### src/rtl/os_drain_collector.sv
// Receive end of an output-stationary MAC column: shifts ROWS results out of the array,
// narrows each to OUT_W and streams them through a show-ahead FIFO with a last marker.
module os_drain_collector #(
  parameter int WIDTH_MAC  = 48,
  parameter int ROWS       = 4,
  parameter int OUT_W      = 32,
  parameter int FIFO_DEPTH = 8,
  parameter int SAT_EN     = 1,
  parameter int SIGNED     = 0
) (
  input  logic                          clk,
  input  logic                          rst_n,
  input  logic                          reg_clear,
  input  logic                          start,
  input  logic [WIDTH_MAC-1:0]          mac_in,
  output logic                          drain_en,
  output logic                          busy,
  output logic                          done,
  output logic [OUT_W-1:0]              out_data,
  output logic                          out_valid,
  input  logic                          out_ready,
  output logic                          out_last,
  output logic                          sat_flag,
  output logic [$clog2(FIFO_DEPTH):0]   fifo_count
);

  localparam int AW = $clog2(FIFO_DEPTH);
  localparam int CW = AW + 1;
  localparam int RW = (ROWS > 1) ? $clog2(ROWS) : 1;
  localparam logic [RW-1:0] LAST_ROW = RW'(ROWS - 1);
  localparam logic [CW-1:0] DEPTH_C  = CW'(FIFO_DEPTH);
  localparam logic [WIDTH_MAC-1:0] U_MAX = {WIDTH_MAC{1'b1}} >> (WIDTH_MAC - OUT_W);
  localparam logic [WIDTH_MAC-1:0] S_MAX = U_MAX >> 1;
  localparam logic [WIDTH_MAC-1:0] S_MIN = ~S_MAX;

  localparam logic [1:0] S_IDLE  = 2'd0;
  localparam logic [1:0] S_DRAIN = 2'd1;
  localparam logic [1:0] S_FLUSH = 2'd2;
  localparam logic [1:0] S_DONE  = 2'd3;

  logic [1:0]     state_r;
  logic [1:0]     state_nxt_s;
  logic [RW-1:0]  row_r;
  logic [OUT_W:0] mem_r [FIFO_DEPTH];
  logic [AW-1:0]  wr_ptr_r;
  logic [AW-1:0]  rd_ptr_r;
  logic [CW-1:0]  count_r;
  logic           sat_r;
  logic           push_s;
  logic           pop_s;
  logic [OUT_W:0] head_s;
  logic [OUT_W:0] conv_s;

  // Returns {clamped, narrowed word}; bounds collapse to no-ops when OUT_W == WIDTH_MAC.
  function automatic logic [OUT_W:0] narrow(input logic [WIDTH_MAC-1:0] w);
    logic [OUT_W:0] r;
    r = {1'b0, w[OUT_W-1:0]};
    if (SAT_EN != 0) begin
      if (SIGNED != 0) begin
        if ($signed(w) > $signed(S_MAX)) begin
          r = {1'b1, S_MAX[OUT_W-1:0]};
        end else if ($signed(w) < $signed(S_MIN)) begin
          r = {1'b1, S_MIN[OUT_W-1:0]};
        end else begin
          r = {1'b0, w[OUT_W-1:0]};
        end
      end else if (w > U_MAX) begin
        r = {1'b1, U_MAX[OUT_W-1:0]};
      end else begin
        r = {1'b0, w[OUT_W-1:0]};
      end
    end else begin
      r = {1'b0, w[OUT_W-1:0]};
    end
    return r;
  endfunction

  assign out_valid  = (count_r != CW'(0));
  assign head_s     = mem_r[rd_ptr_r];
  assign out_data   = out_valid ? head_s[OUT_W-1:0] : {OUT_W{1'b0}};
  assign out_last   = out_valid ? head_s[OUT_W] : 1'b0;
  assign fifo_count = count_r;
  assign sat_flag   = sat_r;
  assign busy       = (state_r == S_DRAIN) || (state_r == S_FLUSH);
  assign done       = (state_r == S_DONE);
  assign pop_s      = out_valid && out_ready;
  // A full FIFO may still accept a word when the head leaves on the same edge.
  assign drain_en   = (state_r == S_DRAIN) && !reg_clear && ((count_r < DEPTH_C) || pop_s);
  assign push_s     = drain_en;

  // Word conversion for the capture edge
  always_comb begin
    conv_s = narrow(mac_in);
  end

  // Drain sequencing
  always_comb begin
    state_nxt_s = state_r;
    case (state_r)
      S_IDLE: begin
        if (start) state_nxt_s = S_DRAIN;
        else       state_nxt_s = S_IDLE;
      end
      S_DRAIN: begin
        if (push_s && (row_r == LAST_ROW)) state_nxt_s = S_FLUSH;
        else                               state_nxt_s = S_DRAIN;
      end
      S_FLUSH: begin
        if (pop_s && head_s[OUT_W]) state_nxt_s = S_DONE;
        else                        state_nxt_s = S_FLUSH;
      end
      S_DONE:  state_nxt_s = S_IDLE;
      default: state_nxt_s = S_IDLE;
    endcase
  end

  // State, row counter, FIFO pointers/occupancy and sticky clamp flag
  always_ff @(posedge clk or negedge rst_n) begin
    if (!rst_n) begin
      state_r  <= S_IDLE;
      row_r    <= RW'(0);
      wr_ptr_r <= AW'(0);
      rd_ptr_r <= AW'(0);
      count_r  <= CW'(0);
      sat_r    <= 1'b0;
    end else if (reg_clear) begin
      state_r  <= S_IDLE;
      row_r    <= RW'(0);
      wr_ptr_r <= AW'(0);
      rd_ptr_r <= AW'(0);
      count_r  <= CW'(0);
      sat_r    <= 1'b0;
    end else begin
      state_r <= state_nxt_s;
      if (push_s) begin
        wr_ptr_r <= wr_ptr_r + AW'(1);
        row_r    <= (row_r == LAST_ROW) ? RW'(0) : row_r + RW'(1);
        sat_r    <= sat_r | conv_s[OUT_W];
      end
      if (pop_s) begin
        rd_ptr_r <= rd_ptr_r + AW'(1);
      end
      case ({push_s, pop_s})
        2'b10:   count_r <= count_r + CW'(1);
        2'b01:   count_r <= count_r - CW'(1);
        default: count_r <= count_r;
      endcase
    end
  end

  // FIFO storage; the head is masked by out_valid so no reset is needed here
  always_ff @(posedge clk) begin
    if (push_s) begin
      mem_r[wr_ptr_r] <= {(row_r == LAST_ROW), conv_s[OUT_W-1:0]};
    end
  end

endmodule

### config.mk
export PLATFORM = sky130hd
export DESIGN_NAME = os_drain_collector
export DESIGN_NICKNAME = d
export VERILOG_FILES = /design/src/rtl/os_drain_collector.sv
export SDC_FILE = /design/constraint.sdc
export NUM_CORES = 1
export LEC_CHECK = 0
export CORE_MARGIN = 2
export CORE_UTILIZATION = 52
export DETAILED_ROUTE_END_ITERATION = 7
export PLACE_DENSITY = 0.8
export REMOVE_ABC_BUFFERS = 1
export SYNTH_ARGS = -nofsm -noshare
export SYNTH_HDL_FRONTEND = slang
export SYNTH_SLANG_ARGS = --single-unit
### constraint.sdc
create_clock -name clk -period 4.6 [get_ports clk]
set_input_delay 0.46 -clock clk [delete_from_list [all_inputs] [get_ports clk]]
set_output_delay 0.46 -clock clk [all_outputs]
set_load 0.01 [all_outputs]
; ---- Yosys cells after proc, flatten, opt, wreduce, memory -nomap -nowiden
; Memory sizes are Yosys's and may differ from the RTL's.
; Index checks and enable logic that the tools add are counted.
[word_totals]
mem_bits_rw = 264
elab_cells = 55
output_inout_bits = 42
input_bits = 53
ff_bits = 15
mem_count = 1
[mem_list]
columns = memory, words, word_bits, rd, rd_ports_with_merged_regs, wr, line_no
row1 = mem_r, 8, 33, 1, 0, 1, 44  ; logic [OUT_W:0] mem_r [FIFO_DEPTH];
[classes]
eq_ne = 6
n_lt_le_gt_ge = 2
add_sub_neg = 5
n_reduce_logical = 13
n_bitwise = 1
muxes = 21
[op_table]
columns = cell, count
row1 = "greater-than comparator 48 x 32 -> 1 bit, second input constant", 1
row2 = 2-to-1 mux 33 bit, 1
row3 = 2-to-1 mux 32 bit, 1
row4 = 2-to-1 mux 3 bit, 4
row5 = 2-to-1 mux 2 bit, 5
row6 = "equality test 2 bit, second input constant", 4
row7 = one-hot mux 2 bit (4 select lines), 1
row8 = one-hot mux 4 bit (2 select lines), 1
row9 = 2-to-1 mux 1 bit, 7
row10 = "adder 3 x 1 -> 3 bit, second input constant", 2
row11 = logical AND 1 bit, 5
row12 = "adder 4 x 1 -> 4 bit, second input constant", 1
row13 = "equality test 2 x 1 -> 1 bit, second input constant", 2
row14 = "less-than comparator 4 bit, second input constant", 1
row15 = 2-to-1 mux 4 bit, 1
row16 = nonzero test 2 bit, 2
row17 = nonzero test 4 bit, 1
row18 = "subtractor 4 x 1 -> 4 bit, second input constant", 1
row19 = nonzero test 3 bit, 1
row20 = "adder 2 x 1 -> 2 bit, second input constant", 1
row21 = zero test 2 bit, 1
row22 = logical OR 1 bit, 2
row23 = zero test 1 bit, 1
row24 = bitwise OR 1 bit, 1

; ---- Depth between registers and ports, before layout
[depth]
depth_word = 8
depth_mapped = 9
depth_no_buf = 9

; ---- Worst setup path before layout
; OpenSTA, ideal clock, no wires.
[synth_timing]
path_type = register -> register
start = reg state_r[1]
end = mem mem_r[0][0] (netlist name) (enable)
path_slack_ns = -0.251
arrival_ns = 4.345
stages_incl_launch_ff = 6
synth_period_minus_slack_ns = 4.851
setup_time_ns = 0.506
cell_sequence = dfrtp_1 inv_1 ha_1 nor2b_1 nand2_1 nor4_1
[synth_via]
elab_chain_cells = 5
[synth_rtl]
columns = item, line_no
row1 = "start, declared", 41  ; logic [1:0] state_r;
row2 = "start signal, assigned", 134  ; state_r <= state_nxt_s;
row3 = equality test 2 x 1 -> 1 bit, 88  ; assign drain_en = (state_r == S_DRAIN) && !reg_clear && ((count_r < DEPTH_C) || pop_s);
row4 = logical AND 1 bit (2 in series), 88
row5 = 2-to-1 mux 1 bit, 153  ; if (push_s) begin
row6 = 2-to-1 mux 1 bit (not written as such), 154  ; mem_r[wr_ptr_r] <= {(row_r == LAST_ROW), conv_s[OUT_W-1:0]};
row7 = "end, declared", 44
; No other way between the ends.

; ---- Worst setup path in the final report
[layout_timing]
start = reg rd_ptr_r[1]
end = out out_data[25]
[layout_via]
elab_chain_cells = 2
[layout_rtl]
columns = item, line_no
row1 = "start, declared", 46  ; logic [AW-1:0] rd_ptr_r;
row2 = "start signal, assigned", 141  ; rd_ptr_r <= rd_ptr_r + AW'(1);
row3 = memory read (8 x 33 bit), -
row4 = 2-to-1 mux 32 bit, 80  ; assign out_data = out_valid ? head_s[OUT_W-1:0] : {OUT_W{1'b0}};
row5 = "end, declared", 19  ; output logic [OUT_W-1:0] out_data,
; No other way between the ends.

==> flow_summary_export.csv <==
group,metric,value,unit
outcome,status,"completed",
detailed_routing,drtAntennaViolNets,0,
worst_setup_path,cp.required,4.14,ns
detailed_routing,wl,21.9,mm
timing,setup_viol,0,
power,peakVddDrop,313,uV
worst_setup_path,r2r_slack,1.49,ns
place,io_buffers,94,
clock_network,cts_tree,"yes",
clock_network,cts_hold_buf,0,
detailed_routing,dr.pass1.iters,4,
timing,rsz0062_at_grt,"no",
detailed_routing,via_per_inst,5.76,
synthesis,syn_area,11200,um2
worst_setup_path,rr_worst_depth,8,
cells_and_area,final_cells,966,
synthesis,synth_top_area_share,70.9,%
global_route,grt_pass1_wl,33.7,mm
worst_setup_path,max_stage_delay,0.98,ns
timing,max-slew-margin-rel,36.2,%
clock_network,cts_resized,0,
timing,min_period,3.55,ns
synthesis,synth.yosys.seq_area_share,74.3,%
worst_setup_path,path_delay_family,"flip-flops",
floorplanning,io_pins,95,
power,p_leak,4.85,nW
global_route,grt_max_degree,39,
place,dp.final_hpwl,12.5,mm
floorplanning,rows,53,
flow_run,drv_cap,0,
synthesis,synth_area_leader_cell,"edfxtp_1",
synthesis,synth_seq_cells,279,
detailed_routing,drc,0,
timing,tightest_slew,0.957,ns
detailed_routing,wl_per_cell,22.7,um
clock_network,cts_buffers,28,
cells_and_area,fillCellCount,1427,
floorplanning,core,21100,um2
detailed_routing,first_iter_violations,385,
worst_setup_path,path_cells,"buf_4 -> mux4_2 -> mux2i_1 -> nor2_1 -> clkdlybuf4s50_1",
synthesis,yosys-top-cells-area,"edfxtp_1 (71%), mux4_2 (13%), dfrtp_1 (3.4%)",
synthesis,syn_area_per_cell,20.0,um2
cells_and_area,layout-area-overhead-vs-synth,20.0,%
worst_setup_path,r2r-start,"state_r[1]$_DFF_PN0_",
timing,skew,0.00955,ns
power,p_per_area,467,nW/um2
worst_setup_path,end_kind,"output pin",
clock_network,cts_root_buf,"clkbuf_16",
synthesis,syn_inst,558,
clock_network,clock_sinks,279,
worst_setup_path,path_class,"flip-flop to output pin",
timing,fin_crit_sh,77.2,%
global_route,grt_pass1_vias,5994,
timing,fin_setup_tns,0,ns
clock_network,cts-htree-levels,1,
timing,fmax,281,MHz
floorplanning,dieWidth,151,um
timing,drv_slew,0,
power,power,6.27,mW
floorplanning,die_area,22700,um2
global_route,grtUsageTotal,20.0,%
timing,whs,0.365,ns
cells_and_area,antenna_cells,0,
worst_setup_path,worst-path-stages,5,
global_route,antenna_found_initial,0,
worst_setup_path,critPathArrivalTime,3.09,ns
synthesis,yosys_warnings,0,
floorplanning,die_h,151,um
worst_setup_path,slowest_stage,"dfrtp_2",
place,dp.cells,917,
worst_setup_path,path_buf_inv,2,
worst_hold_path,hold_path.class,"primary input to asynchronous set/reset pin",
cells_and_area,drive_above_1_share,24.2,%
detailed_routing,vias,5568,
clock_network,clockBufferDepth,3,
clock_network,clk_latency,0.53,ns
floorplanning,start_util,53.0,%
worst_setup_path,cp-start-kind,"flip-flop",
place,gp_congestion,0.779,
global_route,gr-total-overflow,0,
cells_and_area,fin_nets,734,
worst_setup_path,crit_start,"rd_ptr_r[1]$_DFFE_PN0P_",
timing,finalHoldViolations,0,
worst_setup_path,cp_max_fo,38,
clock_network,clk_pin_slew_worst_paths,0.06,ns
clock_network,postCtsSetupBuffers,0,
synthesis,synth_cell_type_count,38,
==> layout by cell type (no fill, tap or decap), drive strengths merged, types with 2 or more instances in the layout <==
cell           synthesis  routed
or2                   32      32
nand2                 11      11
nor4                   6       6
inv                    7       9
ha                     9       9
nor3                   4       4
clkinv                 0      13
a21oi                  6       6
clkdlybuf4s50          0      94
dfrtp                 15      15
nand3b                 2       2
nand3                  5       5
mux2i                 35      35
buf                   11      16
edfxtp               264     264
clkbuf                15      32
bufinv                 0       2
nand2b                 3       3
mux4                  66      66
mux2                   4       4
nor2b                  4       4
o21ai                  2       2
nor2                  41      41
xor2                   4       4
nand4                  3       3
==> flip-flops by register name, indices dropped and copies added (netlist names) <==
register / flops
sat_flag: 1
fifo_count: 4
row_r: 2
wr_ptr_r: 3
state_r: 2
mem_r: 264
rd_ptr_r: 3
==> cell type report <==
| class | count | area (um2) | share of cell area [%] |
|---|---|---|---|
| sequential | 279 | 8310 | 62.0 |
| multi-input combinational | 246 | 2770 | 20.7 |
| timing repair buffer | 110 | 1090 | 8.10 |
| clock buffer | 32 | 737 | 5.50 |
| tap | 275 | 344 | 2.57 |
| clock inverter | 17 | 135 | 1.01 |
| inverter | 7 | 26.3 | 0.196 |
==> path summary, 6_finish.rpt <==
kind                                                  end
worst min register to register       row_r[0]$_DFFE_PN0P_
worst max-delay path                         out_data[25]
worst min-delay path            fifo_count[2]$_DFFE_PN0P_
max in group asynchronous         rd_ptr_r[0]$_DFFE_PN0P_
worst max register to register     mem_r[5][11]$_DFFE_PP_
min in group clk                     row_r[0]$_DFFE_PN0P_
==> power by group <==
| part | switching [mW] | internal, mW | leakage, nW | total, mW |
|---|---|---|---|---|
| clock network | 0.909 | 1.26 | 0.432 | 2.16 |
| logic | 0.514 | 0.660 | 1.23 | 1.17 |
| registers | 0.134 | 2.80 | 3.18 | 2.93 |
| total | 1.56 | 4.71 | 4.85 | 6.27 |
==> Yosys cell counts (all sizes together) <==
master,count
a21oi,6
mux2,4
and3,1
nand2b,3
a31o,1
nand3b,2
nand3,5
or4b,1
nor4,6
buf,11
nand4,3
o41ai,1
clkbuf,15
nand2,11
a221oi,1
mux2i,35
or2,32
o21ai,2
o21ba,1
and2,1
a221o,1
o31ai,1
dfrtp,15
ha,9
edfxtp,264
inv,7
nor2b,4
nor2,41
mux4,66
xor2,4
nor3,4
==> layer usage <==
metal  GRT usage [%]  vias up  wire, um
met5               0        -         0
met4            7.24        0       663
met3            2.64       44      1030
met2            33.8      157     11200
met1            27.1     2899      9090
li1                -     2468         -
==> through the flow <==
stage,area [um2],setup slack (ns),utilization (%)
6_report,13400,1.05,63.6
5_1_grt,13400,0.891,63.6
4_1_cts,13400,0.989,63.6
3_5_place_dp,12500,0.967,59.5
3_3_place_gp,12500,1.09,59.5
2_1_floorplan,11100,-0.251,-
==> worst reg2reg max path, delay by kind of cell (launching register included) <==
family                     cells  cell delay (ns)
and+or+nand+nor                4             1.49
buffers and inverters          3             0.65
DFF                            1             0.42
adders and majority gates      1             0.26
==> logic make-up (layout without fill, tap and decap cells) <==
group	after synthesis	count (layout)	synth area share, %
XOR/XNOR	4	4	0.313
buffers and inverters	33	166	1.33
flip-flops	279	279	74.3
AO/OA/AOI/OAI	14	14	0.907
adder cells (fa/ha/maj)	9	9	1.01
multiplexers	105	105	16.8
AND/OR/NAND/NOR	114	114	5.31
(Power assumes the default switching activity.)
